===== config.mk =====
export PLATFORM = sky130hd
export DESIGN_NAME = qspi_ahb_regbank
export DESIGN_NICKNAME = d
export VERILOG_FILES = /design/src/rtl/qspi_reg_pkg.sv /design/src/rtl/qspi_ahb_lane_dec.sv /design/src/rtl/qspi_ahb_regbank.sv
export SDC_FILE = /design/constraint.sdc
export NUM_CORES = 1
export LEC_CHECK = 0
export ABC_AREA = 1
export BUFFER_PORTS_ARGS = -buffer_cell sky130_fd_sc_hd__buf_2
export CAP_MARGIN = 20
export CORE_MARGIN = 3
export CORE_UTILIZATION = 40
export CTS_BUF_LIST = sky130_fd_sc_hd__clkbuf_16
export DETAILED_ROUTE_END_ITERATION = 12
export PLACE_DENSITY_LB_ADDON = 0.2
export SLEW_MARGIN = 20
export SYNTH_ARGS = -nofsm -noshare
export SYNTH_HDL_FRONTEND = slang
export SYNTH_SLANG_ARGS = --single-unit

===== constraint.sdc =====
create_clock -name h_clk -period 2.1 [get_ports h_clk]
set_input_delay 0.315 -clock h_clk [delete_from_list [all_inputs] [get_ports h_clk]]
set_output_delay 0.315 -clock h_clk [all_outputs]
set_load 0.05 [all_outputs]

===== src/rtl/qspi_reg_pkg.sv =====
// rtl/qspi_reg_pkg.sv - QSPI register bank offsets, AHB encodings, field positions
package qspi_reg_pkg;

    localparam logic [7:0] QSPI_CTRL_OFS   = 8'h00;
    localparam logic [7:0] QSPI_CLKDIV_OFS = 8'h04;
    localparam logic [7:0] QSPI_STATUS_OFS = 8'h08;
    localparam logic [7:0] QSPI_CMD_OFS    = 8'h0C;
    localparam logic [7:0] QSPI_ADDR_OFS   = 8'h10;
    localparam logic [7:0] QSPI_LEN_OFS    = 8'h14;

    typedef enum logic [1:0] {
        HTRANS_IDLE   = 2'b00,
        HTRANS_BUSY   = 2'b01,
        HTRANS_NONSEQ = 2'b10,
        HTRANS_SEQ    = 2'b11
    } htrans_e;

    typedef enum logic [1:0] {
        HRESP_OKAY  = 2'b00,
        HRESP_ERROR = 2'b01
    } hresp_e;

    typedef enum logic [1:0] {
        MODE_SINGLE = 2'd0,
        MODE_DUAL   = 2'd1,
        MODE_QUAD   = 2'd2
    } qspi_mode_e;

    localparam int CTRL_START_BIT = 2;
    localparam int CTRL_IE_BIT    = 3;
    localparam int STAT_BUSY_BIT  = 0;
    localparam int STAT_DONE_BIT  = 1;

    function automatic logic [31:0] be_merge(input logic [31:0] old_v,
                                             input logic [31:0] new_v,
                                             input logic [3:0]  be);
        logic [31:0] r;
        for (int i = 0; i < 4; i++)
            r[8*i +: 8] = be[i] ? new_v[8*i +: 8] : old_v[8*i +: 8];
        return r;
    endfunction

endpackage


===== src/rtl/qspi_ahb_lane_dec.sv =====
// rtl/qspi_ahb_lane_dec.sv - AHB size/offset to byte-lane mask with misalignment flag
module qspi_ahb_lane_dec (
    input  logic [2:0] size,
    input  logic [1:0] addr_lo,
    output logic [3:0] lanes,
    output logic       misalign
);

    // Unsupported sizes (>word) are folded into misalign so callers see one error flag.
    always_comb begin
        lanes    = '0;
        misalign = 1'b0;
        case (size)
            3'd0: lanes = 4'b0001 << addr_lo;
            3'd1: begin
                if (addr_lo[0]) misalign = 1'b1;
                else            lanes    = addr_lo[1] ? 4'b1100 : 4'b0011;
            end
            3'd2: begin
                if (addr_lo != 2'b00) misalign = 1'b1;
                else                  lanes    = 4'b1111;
            end
            default: misalign = 1'b1;
        endcase
    end

endmodule


===== src/rtl/qspi_ahb_regbank.sv =====
// rtl/qspi_ahb_regbank.sv - AHB-lite slave register bank for the QSPI controller
module qspi_ahb_regbank
    import qspi_reg_pkg::*;
#(
    parameter int ADDR_W  = 8,
    parameter int DIV_W   = 8,
    parameter int LEN_W   = 16,
    parameter int DIV_RST = 1
) (
    input  logic             h_clk,
    input  logic             h_rstn,
    input  logic             h_sel,
    input  logic [1:0]       h_trans,
    input  logic             h_write,
    input  logic [2:0]       h_size,
    input  logic [31:0]      h_addr,
    input  logic [31:0]      h_wdata,
    output logic             h_ready,
    output logic [1:0]       h_resp,
    output logic [31:0]      h_rdata,
    output logic [1:0]       cfg_mode,
    output logic             cfg_ie,
    output logic [DIV_W-1:0] cfg_clk_div,
    output logic [7:0]       cfg_cmd,
    output logic [31:0]      cfg_addr,
    output logic [LEN_W-1:0] cfg_len,
    output logic             start,
    input  logic             core_busy,
    input  logic             core_done,
    output logic             irq
);

    typedef enum logic {ST_OKAY, ST_ERR2} dp_state_e;
    dp_state_e state_q, state_d;

    logic [3:0]        ap_lanes;
    logic              ap_misalign;
    logic [ADDR_W-1:0] ap_ofs;
    logic              ap_accept;
    logic              unused_bits;

    qspi_ahb_lane_dec u_lane_dec (
        .size     (h_size),
        .addr_lo  (h_addr[1:0]),
        .lanes    (ap_lanes),
        .misalign (ap_misalign)
    );

    assign ap_ofs      = {h_addr[ADDR_W-1:2], 2'b00};
    assign ap_accept   = h_sel & h_trans[1] & h_ready;
    assign unused_bits = ^{h_addr[31:ADDR_W], h_trans[0]};

    logic              dp_valid, dp_write, dp_bad;
    logic [3:0]        dp_be;
    logic [ADDR_W-1:0] dp_ofs;

    logic [1:0]       mode_q;
    logic             ie_q, done_q, start_q, irq_q;
    logic [DIV_W-1:0] clk_div_q;
    logic [7:0]       cmd_q;
    logic [31:0]      addr_q;
    logic [LEN_W-1:0] len_q;

    logic is_ctrl, is_div, is_stat, is_cmd, is_addr, is_len;
    assign is_ctrl = dp_ofs == ADDR_W'(QSPI_CTRL_OFS);
    assign is_div  = dp_ofs == ADDR_W'(QSPI_CLKDIV_OFS);
    assign is_stat = dp_ofs == ADDR_W'(QSPI_STATUS_OFS);
    assign is_cmd  = dp_ofs == ADDR_W'(QSPI_CMD_OFS);
    assign is_addr = dp_ofs == ADDR_W'(QSPI_ADDR_OFS);
    assign is_len  = dp_ofs == ADDR_W'(QSPI_LEN_OFS);

    // Engine config is frozen while busy; any CTRL lane-0 write touches mode/start.
    logic lock_hit, stat_ro_only, dp_err, commit;
    assign lock_hit     = core_busy & (is_div | is_cmd | is_addr | is_len | (is_ctrl & dp_be[0]));
    assign stat_ro_only = is_stat & dp_be[0] & h_wdata[STAT_BUSY_BIT] & ~h_wdata[STAT_DONE_BIT];
    assign dp_err       = dp_valid & (dp_bad | (dp_write & (lock_hit | stat_ro_only)));

    always_comb begin
        state_d = state_q;
        h_ready = 1'b1;
        h_resp  = HRESP_OKAY;
        commit  = 1'b0;
        case (state_q)
            ST_OKAY: begin
                if (dp_err) begin
                    h_ready = 1'b0;
                    h_resp  = HRESP_ERROR;
                    state_d = ST_ERR2;
                end else begin
                    commit = dp_valid & dp_write;
                end
            end
            ST_ERR2: begin
                h_resp  = HRESP_ERROR;
                state_d = ST_OKAY;
            end
            default: state_d = ST_OKAY;
        endcase
    end

    logic [31:0] rd_word;
    always_comb begin
        rd_word = '0;
        if (is_ctrl) begin
            rd_word[1:0]        = mode_q;
            rd_word[CTRL_IE_BIT] = ie_q;
        end else if (is_div) begin
            rd_word[DIV_W-1:0] = clk_div_q;
        end else if (is_stat) begin
            rd_word[STAT_BUSY_BIT] = core_busy;
            rd_word[STAT_DONE_BIT] = done_q;
        end else if (is_cmd) begin
            rd_word[7:0] = cmd_q;
        end else if (is_addr) begin
            rd_word = addr_q;
        end else if (is_len) begin
            rd_word[LEN_W-1:0] = len_q;
        end
        h_rdata = (dp_valid & ~dp_write & ~dp_err) ? rd_word : '0;
    end

    always_ff @(posedge h_clk) begin
        if (!h_rstn) begin
            state_q   <= ST_OKAY;
            dp_valid  <= 1'b0;
            dp_write  <= 1'b0;
            dp_bad    <= 1'b0;
            dp_be     <= '0;
            dp_ofs    <= '0;
            mode_q    <= MODE_SINGLE;
            ie_q      <= 1'b0;
            clk_div_q <= DIV_W'(DIV_RST);
            cmd_q     <= '0;
            addr_q    <= '0;
            len_q     <= '0;
            done_q    <= 1'b0;
            start_q   <= 1'b0;
            irq_q     <= 1'b0;
        end else begin
            state_q <= state_d;
            // An address phase seen while the first ERROR cycle stalls the bus is dropped.
            if (h_ready) begin
                dp_valid <= ap_accept;
                dp_write <= h_write;
                dp_be    <= ap_lanes;
                dp_ofs   <= ap_ofs;
                dp_bad   <= ap_misalign | (ap_ofs > ADDR_W'(QSPI_LEN_OFS));
            end else begin
                dp_valid <= 1'b0;
            end
            start_q <= commit & is_ctrl & dp_be[0] & h_wdata[CTRL_START_BIT];
            if (commit & is_ctrl & dp_be[0]) begin
                mode_q <= h_wdata[1:0];
                ie_q   <= h_wdata[CTRL_IE_BIT];
            end
            if (commit & is_div)
                clk_div_q <= DIV_W'(be_merge(32'(clk_div_q), h_wdata, dp_be));
            if (commit & is_cmd & dp_be[0])
                cmd_q <= h_wdata[7:0];
            if (commit & is_addr)
                addr_q <= be_merge(addr_q, h_wdata, dp_be);
            if (commit & is_len)
                len_q <= LEN_W'(be_merge(32'(len_q), h_wdata, dp_be));
            // Set beats clear when both land on the same edge.
            done_q <= core_done |
                      (done_q & ~(commit & is_stat & dp_be[0] & h_wdata[STAT_DONE_BIT]));
            irq_q  <= done_q & ie_q;
        end
    end

    assign cfg_mode    = mode_q;
    assign cfg_ie      = ie_q;
    assign cfg_clk_div = clk_div_q;
    assign cfg_cmd     = cmd_q;
    assign cfg_addr    = addr_q;
    assign cfg_len     = len_q;
    assign start       = start_q;
    assign irq         = irq_q;

endmodule

# ---- Word level (Yosys, flattened, before mapping)
# Index checks and enable logic that the tools add are counted.
dict set report totals {
  ff_bits 84
  out_inout_bits 104
  inputBits 75
}
dict set report op_classes {
  magnitude_cmp 1
  eq_ne 7
  bitwise_logic 38
  n_reduce_logical 11
  muxes 33
  shifts 1
}
# cell n
set ops {}
lappend ops {{16-bit 2-to-1 mux} 7}
lappend ops {{24-bit 2-to-1 mux} 2}
lappend ops {{32-bit 2-to-1 mux} 1}
lappend ops {{30-bit 2-to-1 mux} 1}
lappend ops {{28-bit 2-to-1 mux} 1}
lappend ops {{1-bit AND} 25}
lappend ops {{8-bit 2-to-1 mux} 2}
lappend ops {{2-bit AND reduction} 8}
lappend ops {{6-bit by 2-bit == test with 1-bit output, second input constant} 2}
lappend ops {{6-bit by 3-bit == test with 1-bit output, second input constant} 2}
lappend ops {{4-bit 2-to-1 mux} 3}
lappend ops {{4-bit one-hot mux with 3 select lines} 1}
lappend ops {{1-bit 2-to-1 mux} 10}
lappend ops {{8-bit by 5-bit > comparator with 1-bit output, second input constant} 1}
lappend ops {{8-bit zero test} 1}
lappend ops {{1-bit bitwise OR} 8}
lappend ops {{6-bit by 1-bit == test with 1-bit output, second input constant} 1}
lappend ops {{1-bit inverter} 5}
lappend ops {{2-bit 2-to-1 mux} 2}
lappend ops {{2-bit one-hot mux with 2 select lines} 1}
lappend ops {{1-bit by 2-bit left shift with 4-bit output, first input constant} 1}
lappend ops {{3-bit by 1-bit == test with 1-bit output, second input constant} 1}
lappend ops {{3-bit by 2-bit == test with 1-bit output, second input constant} 1}
lappend ops {{3-bit zero test} 1}
lappend ops {{3 further kinds} 3}

# ---- Logic depth before layout (Yosys ltp)
dict set report logic_depth {
  word_depth 18
  mapped_depth 15
  mapped_depth_nobuf 14
}

# ---- Hierarchy
# From an unflattened synthesis, not the netlist that was laid out.
dict set report unflattened {
  cells_unflattened 754
  area_unflattened_um2 4715.8
}
# mod seq_area_each_um2 cells_per_inst instances area_each_um2
set modules_own_cells {}
lappend modules_own_cells {qspi_ahb_regbank 1681.6 729 1 4589.4}
lappend modules_own_cells {qspi_ahb_lane_dec 0.0 25 1 126.4}

# ---- Least setup slack after synthesis
# No wires, ideal clock.
dict set report synth_path {
  path_type {register to output}
  from {reg dp_ofs[4]}
  to {out h_rdata[21]}
  slack_ns -0.482
  arrival_ns 2.267
  path_buffers 2
  stages_incl_launch_ff 7
  cell_sequence {dfxtp_1 -> inv_1 -> nor2_1 -> nand3_1 -> clkbuf_1 -> clkbuf_1 -> nor3_1}
}
dict set report synth_between {
  elab_chain_cells 13
  elab_cells_between_ends 27
  classes_between {eq/ne: 5; mux: 6; bitwise: 15; reduce/logical: 1}
}
# element line
set synth_lines {}
lappend synth_lines {{start, declared} qspi_ahb_regbank.sv:55} ;# logic [ADDR_W-1:0] dp_ofs;
lappend synth_lines {{start signal, assigned} qspi_ahb_regbank.sv:146} ;# dp_ofs <= ap_ofs;
lappend synth_lines {{6-bit by 1-bit == test with 1-bit output / 6-bit by 2-bit == test with 1-bit output (equally long branches)} {qspi_ahb_regbank.sv:66, qspi_ahb_regbank.sv:68}}
lappend synth_lines {{1-bit bitwise OR (4 in series)} qspi_ahb_regbank.sv:74} ;# assign lock_hit = core_busy & (is_div | is_cmd | is_addr | is_len | (is_ctrl & dp_be[0]));
lappend synth_lines {{1-bit AND} qspi_ahb_regbank.sv:74}
lappend synth_lines {{1-bit bitwise OR} qspi_ahb_regbank.sv:76} ;# assign dp_err = dp_valid & (dp_bad | (dp_write & (lock_hit | stat_ro_only)));
lappend synth_lines {{1-bit AND} qspi_ahb_regbank.sv:76}
lappend synth_lines {{1-bit bitwise OR} qspi_ahb_regbank.sv:76}
lappend synth_lines {{1-bit AND} qspi_ahb_regbank.sv:76}
lappend synth_lines {{1-bit inverter} qspi_ahb_regbank.sv:119} ;# h_rdata = (dp_valid & ~dp_write & ~dp_err) ? rd_word : '0;
lappend synth_lines {{1-bit AND} qspi_ahb_regbank.sv:119}
lappend synth_lines {{32-bit 2-to-1 mux (*)} qspi_ahb_regbank.sv:119}
lappend synth_lines {{end, declared} qspi_ahb_regbank.sv:20} ;# output logic [31:0] h_rdata,
# Mark *: on every way between the ends. The rest lies on a longest branch, timed or not.

# ---- Final worst setup path
dict set report layout_path {
  from {reg dp_ofs[4]}
  to {out h_rdata[3]}
}
# Same word-level chain as after synthesis.

==> flow_metrics.py <==
metrics = {
    "timing": {
        "min_period_ns": 2.23,
        "worst_slack_ns": -0.132,
        "timing_hold_violations_final": 0,
        "timing.hold.ws_ns": 0.193,
        "fmax_ghz": 0.448,
        "relSlewSlack_pct": 65.0,
        "finalSetupViolCount": 25,
        "worst_pin_slew_ns": 0.524,
        "setup-tns-final_ns": -1.17,
        "rsz0062_at_grt": "yes",
        "slew_viol_final": 0,
        "skew_ns": 0.00933,
        "fin_crit_sh_pct": 106,
    },
    "placement": {
        "port_buffers": 152,
        "hpwl_um": 10100,
        "gp_congestion": 0.877,
        "place_ws_ns": -0.000517,
    },
    "setup_path": {
        "required_ns": 1.78,
        "cp_data_arrival_time_ns": 1.92,
        "end_kind": "output port",
        "worst_path_most_repeated_cell": "buf_6",
        "cp_num_buf_inv": 4,
        "crit_type": "reg -> out",
        "start_kind": "flop",
        "crit_slowest_cell": "dfxtp_4",
        "critical_path.cell_chain": "nor2_4, nand2_4, buf_6, nor2_4, buf_6, buf_6, nand2_2, a31oi_1, buf_4",
        "cp_top_family": "buffers and inverters",
        "slowest_delay_ns": 0.35,
        "crit_fanout": 5,
    },
    "final_layout": {
        "nNetsFinal": 1016,
        "fin_util_pct": 60.9,
        "drive_gt1_share_pct": 33.1,
        "n_antenna_cell": 0,
        "area_growth_pct": 47.2,
    },
    "global_routing": {
        "grt.total_usage_pct": 21.3,
        "grt_pass1_wl_um": 22400,
        "antenna_found_initial": 0,
        "grt_pass1_vias": 4452,
        "grt_max_degree": 38,
        "grt.overflow.total": 0,
    },
    "logic_synthesis": {
        "synth_seq_cells": 84,
        "ys_seq_area_share_pct": 35.1,
        "syn_inst": 760,
        "synth_most_common_cell": "inv_1",
        "yosys_warnings": 0,
        "synthDistinctLibCells": 33,
        "ys.flop_type": "dfxtp_1",
        "synthesis.area_mm2": 0.00479,
        "syn-num-nets": 835,
        "synthArstFlopShare_pct": 0,
        "synthTopCellsByArea": "dfxtp_1, inv_1, nand2_1, nand4_1, nor2_1",
        "synth_top_area_share_pct": 35.1,
        "synth_edf_count": 0,
        "netlist_top_cells_count": "inv_1, nand2_1, nor2_1",
        "synth_area_leader_cell": "dfxtp_1",
        "syn_area_per_cell_um2": 6.30,
    },
    "outcome": {
        "violations": "negative setup slack",
        "status": "finished with violations",
    },
    "power_and_ir_drop": {
        "powerDensity_mw_per_mm2": 497,
        "ir_drop_v": 0.000362,
        "totalPowerFinal_mw": 3.50,
        "total_leakage_power_nw": 3.58,
    },
    "floorplan": {
        "dieArea_mm2": 0.0133,
        "initial_core_util_pct": 41.4,
        "fp.dieH_um": 115,
        "pin_count": 179,
        "core_region_area_mm2": 0.0116,
        "num_rows": 39,
        "fp.dieW_um": 115,
    },
    "route": {
        "via_per_inst": 4.83,
        "route.antenna.remaining_nets": 0,
        "drtPass1Iterations": 5,
        "vias": 5258,
        "first_iter_violations": 360,
        "drc_errors": 0,
        "wl_per_cell_um": 14.2,
        "drt_wl_total_um": 15400,
    },
    "clocking": {
        "cts.root.buffer_cell": "clkbuf_16",
        "cts.sinks": 84,
        "clk-insertion-delay-late_ns": 0.35,
        "clock_path_buffers": 2,
        "cts_hold_buf": 0,
        "clk_pin_slew_ns": 0.06,
        "cts_tree": "yes",
        "numCtsBuffers": 9,
        "h-tree-depth": 3,
    },
    "hold_path": {
        "hold_path.class": "in -> reg",
    },
    "run": {
        "max_cap_viol_count": 0,
    },
}
worst reg2reg max path: cells and delay by family (launching register included):
family	cells	cell delay, ns
buffers and inverters	7	0.83
flip-flops	1	0.36
AND/OR/NAND/NOR	10	0.76
path summary, 6_finish.rpt:
| kind | start | end | slack (ns) | depth (start not counted) |
|---|---|---|---|---|
| worst min register to register | dp_bad | dp_bad | 0.50 | 2 |
| worst max register to register | dp_ofs[6] | cfg_addr[17] | 0.03 | 17 |
| worst min-delay path | h_write | dp_write | 0.19 | 3 |
| worst max-delay path | dp_ofs[4] | h_rdata[3] | -0.13 | 9 |
routing by layer:
metal	routed length, um	vias up	global-route usage [%]
li1	-	2707	-
met1	7010	2366	29.1
met2	7340	169	34.4
met3	877	16	3.37
met4	212	0	6.96
met5	0	-	0
layout by cell type (no fill, tap or decap), drive strengths merged, types with 17 or more instances in the layout:
| master | n |
|---|---|
| o21ai | 18 |
| nand3 | 17 |
| nor3 | 21 |
| inv | 191 |
| buf | 205 |
| nand4 | 67 |
| nand2 | 179 |
| a21oi | 18 |
| nor2 | 105 |
| dfxtp | 84 |
sequential cells by signal (all words and copies together), names as in the netlist, 2 cells and up:
register / cells
cfg_addr: 32
cfg_clk_div: 8
cfg_cmd: 8
cfg_len: 16
cfg_mode: 2
dp_be: 4
dp_ofs: 6
power by group:
| part | switching (mW) | leakage (nW) | total [mW] | internal [mW] |
|---|---|---|---|---|
| Sequential | 0.0234 | 0.681 | 1.63 | 1.61 |
| Clock | 0.646 | 0.133 | 1.42 | 0.774 |
| Combinational | 0.266 | 2.76 | 0.450 | 0.183 |
| Total | 0.936 | 3.58 | 3.50 | 2.57 |
logic make-up after synthesis:
logic type             after synthesis  synth area share (%)
DFF                                 84                  35.1
AOI/OAI and AO/OA                   55                  6.69
other                                1                0.0783
buffers and inverters              229                  20.3
and+or+nand+nor                    391                  37.8
per-stage QoR:
stage	std cells	area, um^2
global placement	1037	5810
CTS	1060	6380
floorplan	760	4890
global route	1088	7040
finish	1088	7040
detailed placement	1037	5810
repair_timing:
action | in CTS | in global routing
pin swaps | 9 | 30
setup endpoints to repair | 36 | 108
buffers inserted | 7 | 24
gates cloned | 1 | 5
gates resized for setup | 82 | 96
cell type report:
type                       instances  area (um^2)
sequential                        84         1690
tap                              143          179
fill                            1111         4520
multi-input combinational        448         2540
clock buffer                       9          225
inverter                         189          717
timing repair buffer             209         1660
clock inverter                     6         25.0
Note: power is estimated with default switching activity, not from simulation.
